File: src/rtl/handshake_rr_merge.sv
// handshake_rr_merge: shares one registered output channel among NUM_INPUTS
// valid/ready requesters using round-robin arbitration.
// The output stage holds one token (EMPTY / FULL). It can drain and refill in
// the same cycle, so it sustains one transfer per cycle when outs_ready is high.
// Optional feature: define HANDSHAKE_RR_MERGE_INDEX_EN to add the outs_index
// port. This port reports which requester produced the buffered token.
module handshake_rr_merge #(
    parameter int DATA_WIDTH = 32,
    parameter int NUM_INPUTS = 4
) (
    input  logic                             clk,
    input  logic                             rst,
    input  logic [NUM_INPUTS*DATA_WIDTH-1:0] ins,
    input  logic [NUM_INPUTS-1:0]            ins_valid,
    output logic [NUM_INPUTS-1:0]            ins_ready,
    output logic [DATA_WIDTH-1:0]            outs,
    output logic                             outs_valid,
    input  logic                             outs_ready
`ifdef HANDSHAKE_RR_MERGE_INDEX_EN
    ,
    output logic [$clog2(NUM_INPUTS)-1:0]    outs_index
`endif
);

    localparam int PTR_W = $clog2(NUM_INPUTS);

    logic [DATA_WIDTH-1:0] outs_reg;
    logic                  outs_valid_reg;
    logic [PTR_W-1:0]      ptr_reg;
    logic [PTR_W-1:0]      ptr_next;

    logic [DATA_WIDTH-1:0] ins_arr [NUM_INPUTS];
    logic                  accept;
    logic                  grant_found;
    logic [PTR_W-1:0]      grant_idx;
    logic [PTR_W:0]        scan_pos;
    logic [PTR_W-1:0]      scan_idx;

    // Split the flat input bus into one word per requester.
    genvar gi;
    generate
        for (gi = 0; gi < NUM_INPUTS; gi++) begin : g_unpack
            assign ins_arr[gi] = ins[gi*DATA_WIDTH +: DATA_WIDTH];
        end
    endgenerate

    // The output register can take a new token when it is empty or is draining now.
    assign accept = ~outs_valid_reg | outs_ready;

    // Round-robin search: the first valid requester at ptr, ptr+1, ... (wrapping).
    always_comb begin
        grant_found = 1'b0;
        grant_idx   = '0;
        scan_pos    = '0;
        scan_idx    = '0;
        for (int k = 0; k < NUM_INPUTS; k++) begin
            scan_pos = {1'b0, ptr_reg} + (PTR_W+1)'(k);
            if (scan_pos >= (PTR_W+1)'(NUM_INPUTS)) begin
                scan_pos = scan_pos - (PTR_W+1)'(NUM_INPUTS);
            end
            scan_idx = scan_pos[PTR_W-1:0];
            if (!grant_found && ins_valid[scan_idx]) begin
                grant_found = 1'b1;
                grant_idx   = scan_idx;
            end
        end
    end

    // After a grant, the requester following the winner gets priority; wrap to 0 after the last one.
    assign ptr_next = (grant_idx == PTR_W'(NUM_INPUTS - 1)) ? '0 : grant_idx + PTR_W'(1);

    // One-hot ready to the winner. Reset forces all ready bits low, whatever clk is doing.
    generate
        for (gi = 0; gi < NUM_INPUTS; gi++) begin : g_ready
            assign ins_ready[gi] = rst & accept & grant_found & (grant_idx == PTR_W'(gi));
        end
    endgenerate

    // Output register and priority pointer. Both change only when the output register accepts.
    always_ff @(posedge clk or negedge rst) begin
        if (!rst) begin
            outs_reg       <= '0;
            outs_valid_reg <= 1'b0;
            ptr_reg        <= '0;
        end else if (accept) begin
            if (grant_found) begin
                outs_reg       <= ins_arr[grant_idx];
                outs_valid_reg <= 1'b1;
                ptr_reg        <= ptr_next;
            end else begin
                outs_valid_reg <= 1'b0;
            end
        end
    end

    assign outs       = outs_reg;
    assign outs_valid = outs_valid_reg;

`ifdef HANDSHAKE_RR_MERGE_INDEX_EN
    logic [PTR_W-1:0] outs_index_reg;

    // Source index of the buffered token. It loads with outs and holds while stalled.
    always_ff @(posedge clk or negedge rst) begin
        if (!rst) begin
            outs_index_reg <= '0;
        end else if (accept && grant_found) begin
            outs_index_reg <= grant_idx;
        end
    end

    assign outs_index = outs_index_reg;
`endif

endmodule

File: config.mk
export PLATFORM = sky130hd
export DESIGN_NAME = handshake_rr_merge
export DESIGN_NICKNAME = d
export VERILOG_FILES = /design/src/rtl/handshake_rr_merge.sv
export SDC_FILE = /design/constraint.sdc
export NUM_CORES = 1
export LEC_CHECK = 0
export BUFFER_PORTS_ARGS = -buffer_cell sky130_fd_sc_hd__buf_2
export CELL_PAD_IN_SITES_DETAIL_PLACEMENT = 1
export CELL_PAD_IN_SITES_GLOBAL_PLACEMENT = 2
export CORE_MARGIN = 4
export CORE_UTILIZATION = 20
export DETAILED_ROUTE_END_ITERATION = 12
export PLACE_DENSITY = 0.93
export SLEW_MARGIN = 20
export SYNTH_ARGS = -nofsm -noshare
export SYNTH_HDL_FRONTEND = slang
export SYNTH_SLANG_ARGS = --single-unit
File: constraint.sdc
create_clock -name clk -period 3.5 [get_ports clk]
set_input_delay 0.35 -clock clk [delete_from_list [all_inputs] [get_ports clk]]
set_output_delay 0.35 -clock clk [all_outputs]
set_load 0.01 [all_outputs]
After elaboration in Yosys (flattened, before gate mapping)
Index checks and enable logic that the tools add are counted.
Cells by class
  multiplexer cells: 25
  magnitude comparators: 9
  bitwise logic cells: 9
  add/sub/neg operators: 8
  reductions and logical operators: 8
  eq/ne operators: 3
Operators with widths (count)
  $bmux 32 s2: 1
  $mux 32: 2
  $mux 2: 9
  $ge 3x3->1 const B: 4
  $lt 2x3->1 const B: 4
  $mux 1: 9
  $bmux 1 s2: 4
  $sub 2x1->2 const B: 4
  $add 2x2->3 const B: 2
  $and 1x1->1: 6
  $eq 2x2->1 const B: 2
  $add 2x1->3 const B: 1
  $ge 2x3->1 const B: 1
  $logic_and 1x1->1: 3
  $logic_not 1->1: 3
  $not 2->3: 1
  $add 2x1->2 const B: 1
  $eq 2x1->1 const B: 1
  $logic_not 2->1: 1
  $reduce_and 2->1: 1
  $not 1->1: 1
  $or 1x1->1: 1
Storage, ports and cells
  output and inout port bits: 37
  input bits: 135
  logic and storage cells: 65
  bits in registers: 35

Depth between registers and ports, before layout
  depth in word-level cells: 18
  mapped depth: 8
  depth with buffers taken out: 5

Worst setup path before layout
Ideal clock, no wire load.
  kind: input -> output
  from: input ins_valid[1]
  to: output ins_ready[0]
  path buffers: 2
  data required time: 3.150 ns
  arrival time: 1.434 ns
  setup slack: 1.716 ns
  stages: 6
  cell sequence: buf_2 nor2_1 a31oi_1 o22ai_1 clkbuf_1 and3_1
Between the ends
  longest elaborated chain between the ends: 14
  elaborated cells between the ends (all ways): 25
  those cells by class: mux: 16; bitwise: 2; reduce/logical: 7
RTL lines
  start, declared: RTL line 14  | input logic [NUM_INPUTS-1:0] ins_valid,
  $bmux 1 s2: RTL line 62  | if (!grant_found && ins_valid[scan_idx]) begin
  $mux 1 (not written as such): RTL line 62
  $mux 1: RTL line 62
  $logic_not 1->1: RTL line 62
  $logic_and 1x1->1: RTL line 62
  $mux 1: RTL line 62
  $logic_not 1->1: RTL line 62
  $logic_and 1x1->1: RTL line 62
  $mux 1: RTL line 62
  $logic_not 1->1: RTL line 62
  $logic_and 1x1->1: RTL line 62
  $mux 1 or $mux 2 (tied branches): RTL line 62
  $and 1x1->1 or $logic_not 2->1 (tied branches): RTL line 75  | assign ins_ready[gi] = rst & accept & grant_found & (grant_idx == PTR_W'(gi));
  $and 1x1->1 *: RTL line 75
  end, declared: RTL line 15  | output logic [NUM_INPUTS-1:0] ins_ready,
Mark *: on every way between the ends. The rest lies on a longest branch, timed or not. The select of a mux whose other input is x is not followed.

Final worst setup path
  from: register ptr_reg[0]
  to: output ins_ready[3]
Between the ends
  longest elaborated chain between the ends: 16
  elaborated cells between the ends (all ways): 40
  those cells by class: add/sub: 7; order compare: 4; eq/ne: 1; mux: 20; bitwise: 2; reduce/logical: 6
RTL lines
  start, declared: RTL line 29  | logic [PTR_W-1:0] ptr_reg;
  start signal, assigned: RTL line 89  | ptr_reg <= ptr_next;
  branches (longest 15 deep; another with $add 2x1->3)
  $and 1x1->1 *: RTL line 75
Every way passes the cells marked *. The select of a mux whose other input is x is not followed.

==> qor.txt <==
Combinational fraction of design power - 0.397
Synth area leader - dfrtp_1
CTS Buffer Depth - 2
CTS tree - built
Final Hold Fails - 0
Period utilization - 0.722
Clock tree sinks - 35
Area contributors post-synth - dfrtp_1 (45%), a222oi_1 (16%), a31oi_1 (11%)
Cells after Synth - 219
Synth top area share - 0.446
IO Count - 172
Max FFs per register - 32
Final setup skew - 0.00488 ns
Flops & latches, synth - 35
Main synth FF type - dfrtp_1
FFs w/ async S/R, synth - 1.00
Post CTS Setup Buffer Count - 0
Largest fanout on the critical path - 17
Setup TNS - 0 ns
Total Routing Usage GR - 0.147
Hold_buf cts - 1
Period minus WS final - 2.53 ns
Synth unique cells - 24
FMAX - 0.396 GHz
Vias - 2533
First-pass GRT wire length - 13600 um
Status - complete, no violations
Pwr Density - 516 nW/um2
Post-synthesis sequential area ratio - 0.446
Psw - 0.574 mW
Global placer's final weighted congestion - 0.809
YS warnings - 0
Core ar. - 9420 um2
Worst slew pin tran - 0.760 ns
Total grt overflow - 0
Hold Crit Class - primary input to flip-flop
Area grow syn2layout - 55.7%
Crit path capture type - primary output
Max VDD drop - 0.162 mV
Die Width - 107 um
P_int - 1.01 mW
Synthesized area - 1970 um2
Cts repair resizes - 0
Number of global-route vias before repair - 2676
Final Util - 0.325
CP Data Required Time - 3.15 ns
RSZ-0062 raised after global routing - no
Die Y - 107 um
Drt total wl - 8750 um
Max-cap violation count - 0
DRT iter0 DRCs - 190
Initial core utilization - 0.209
Finished Layout Cells - 512
WP data arrival - 2.18 ns
Avg Inst Size Synth - 8.98 um2
Drt wl/cell - 17.1 um
Clock latency at the later pin of the worst-skew pair - 0.28 ns
Diodes inserted - 0
Worst rel slew slack - 0.492
Commonest cells after routing, fill and taps aside - buf_2 (171), nor2_1 (35), dfrtp_1 (35), a31oi_1 (34), nand2_1 (33)
LEAKAGE - 1.48 nW
Post-synth EDFFs - 0
Slew Viols, Final - 0
Final ANT Viol Nets - 0
Via/cell ratio - 4.95
Share of layout cells above drive strength 1 - 0.499
Port Buf Inserts - 171
Net Sw Frac - 0.363
1st-pass router iterations - 5
Die area - 11500 um2
Startpoint types - flip-flop
Total CTS buffers - 5
Placed Cells - 503
Initial antenna violation count - 0
CTS HTree Levels - 2
Kind of critical path - flip-flop to primary output
Clk pwr share - 0.244
Setup-failing EPs final - 0
CTS root buf - clkbuf_8
CTS clk-pin slew, worst paths - 0.08 ns
Reg power frac - 0.359
Most common cell after layout, fill and taps aside - buf_2
FP Rows - 35
DR DRC count - 0
HPWL reported at the end of detailed placement - 6740 um
Fin nets - 517
Pin count of the biggest net entering global routing - 46
Syn_nets - 354
final cells by class:
| cell class | instances | area (um2) |
|---|---|---|
| Inverter | 3 | 11.3 |
| Tap cell | 129 | 161 |
| Timing Repair Buffer | 178 | 911 |
| Clock inverter | 2 | 35.0 |
| Multi-Input combinational cell | 159 | 983 |
| Clock buffer | 6 | 82.6 |
| Sequential cell | 35 | 876 |
| Fill cell | 1184 | 6350 |
cell families (layout without fill, tap and decap cells):
family                 Yosys count  in the layout  share of synthesized area
flip-flops                      35             35                      0.446
AO/OA/AOI/OAI                   79             79                      0.322
buffers and inverters           25            189                     0.0662
AND/OR/NAND/NOR                 80             80                      0.166
synth_stat cells (2+ instances only):
cell / count
buf_6: 4
clkbuf_1: 13
o21ai_0: 2
nor2_1: 36
nand2b_1: 3
a222oi_1: 32
nand2_1: 33
inv_1: 2
a21oi_1: 4
dfrtp_1: 35
a31oi_1: 34
nor2b_1: 2
and3_1: 4
buf_2: 5
metal layers:
layer / vias up / track usage / part of all wire
met1: 1207 / 0.163 / 0.39
met3: 5 / 0.0446 / 0.10
met4: 0 / 0.0265 / 0.0041
li1: 1187 / - / -
met2: 134 / 0.275 / 0.50
met5: - / 0 / 0
power by group through the flow:
stage	combinational, mW	sequential, mW	clock [mW]
6_report	0.627	0.567	0.385
5_1_grt	0.699	0.582	0.417
4_1_cts	0.636	0.568	0.405
3_5_place_dp	0.634	0.576	0
3_3_place_gp	0.619	0.568	0
2_1_floorplan	0.320	0.607	0
metrics by stage:
step                      area, um2  power [mW]  setup WS [ns]  hold WS [ns]
after floorplan                1970       0.926           1.72        0.0544
after global placement         2930        1.19           1.34         0.277
after detailed placement       2930        1.21           1.22         0.288
after CTS                      3060        1.61          0.972         0.296
after global routing           3060        1.70          0.789         0.304
final                          3060        1.58          0.973         0.309
final timing paths:
kind                            start            to  slack [ns]  depth (start not counted)
min reg2reg                   outs[7]       outs[7]        0.55                          2
min in group asynchronous         rst       outs[2]        0.51                          2
max                        ptr_reg[0]  ins_ready[3]        0.97                          5
max in group asynchronous         rst       outs[6]        2.34                          3
max reg2reg                ptr_reg[0]       outs[4]        1.19                          6
min                            ins[3]       outs[3]        0.31                          3
worst max-delay path, stage by stage (launching register included):
cell and delay [ns]:
dfrtp_1 0.45, nand2b_1 0.25, a21oi_1 0.14, a211oi_4 0.68, and3_1 0.24, buf_2 0.13
No activity file was read; power rests on OpenSTA's default activity.
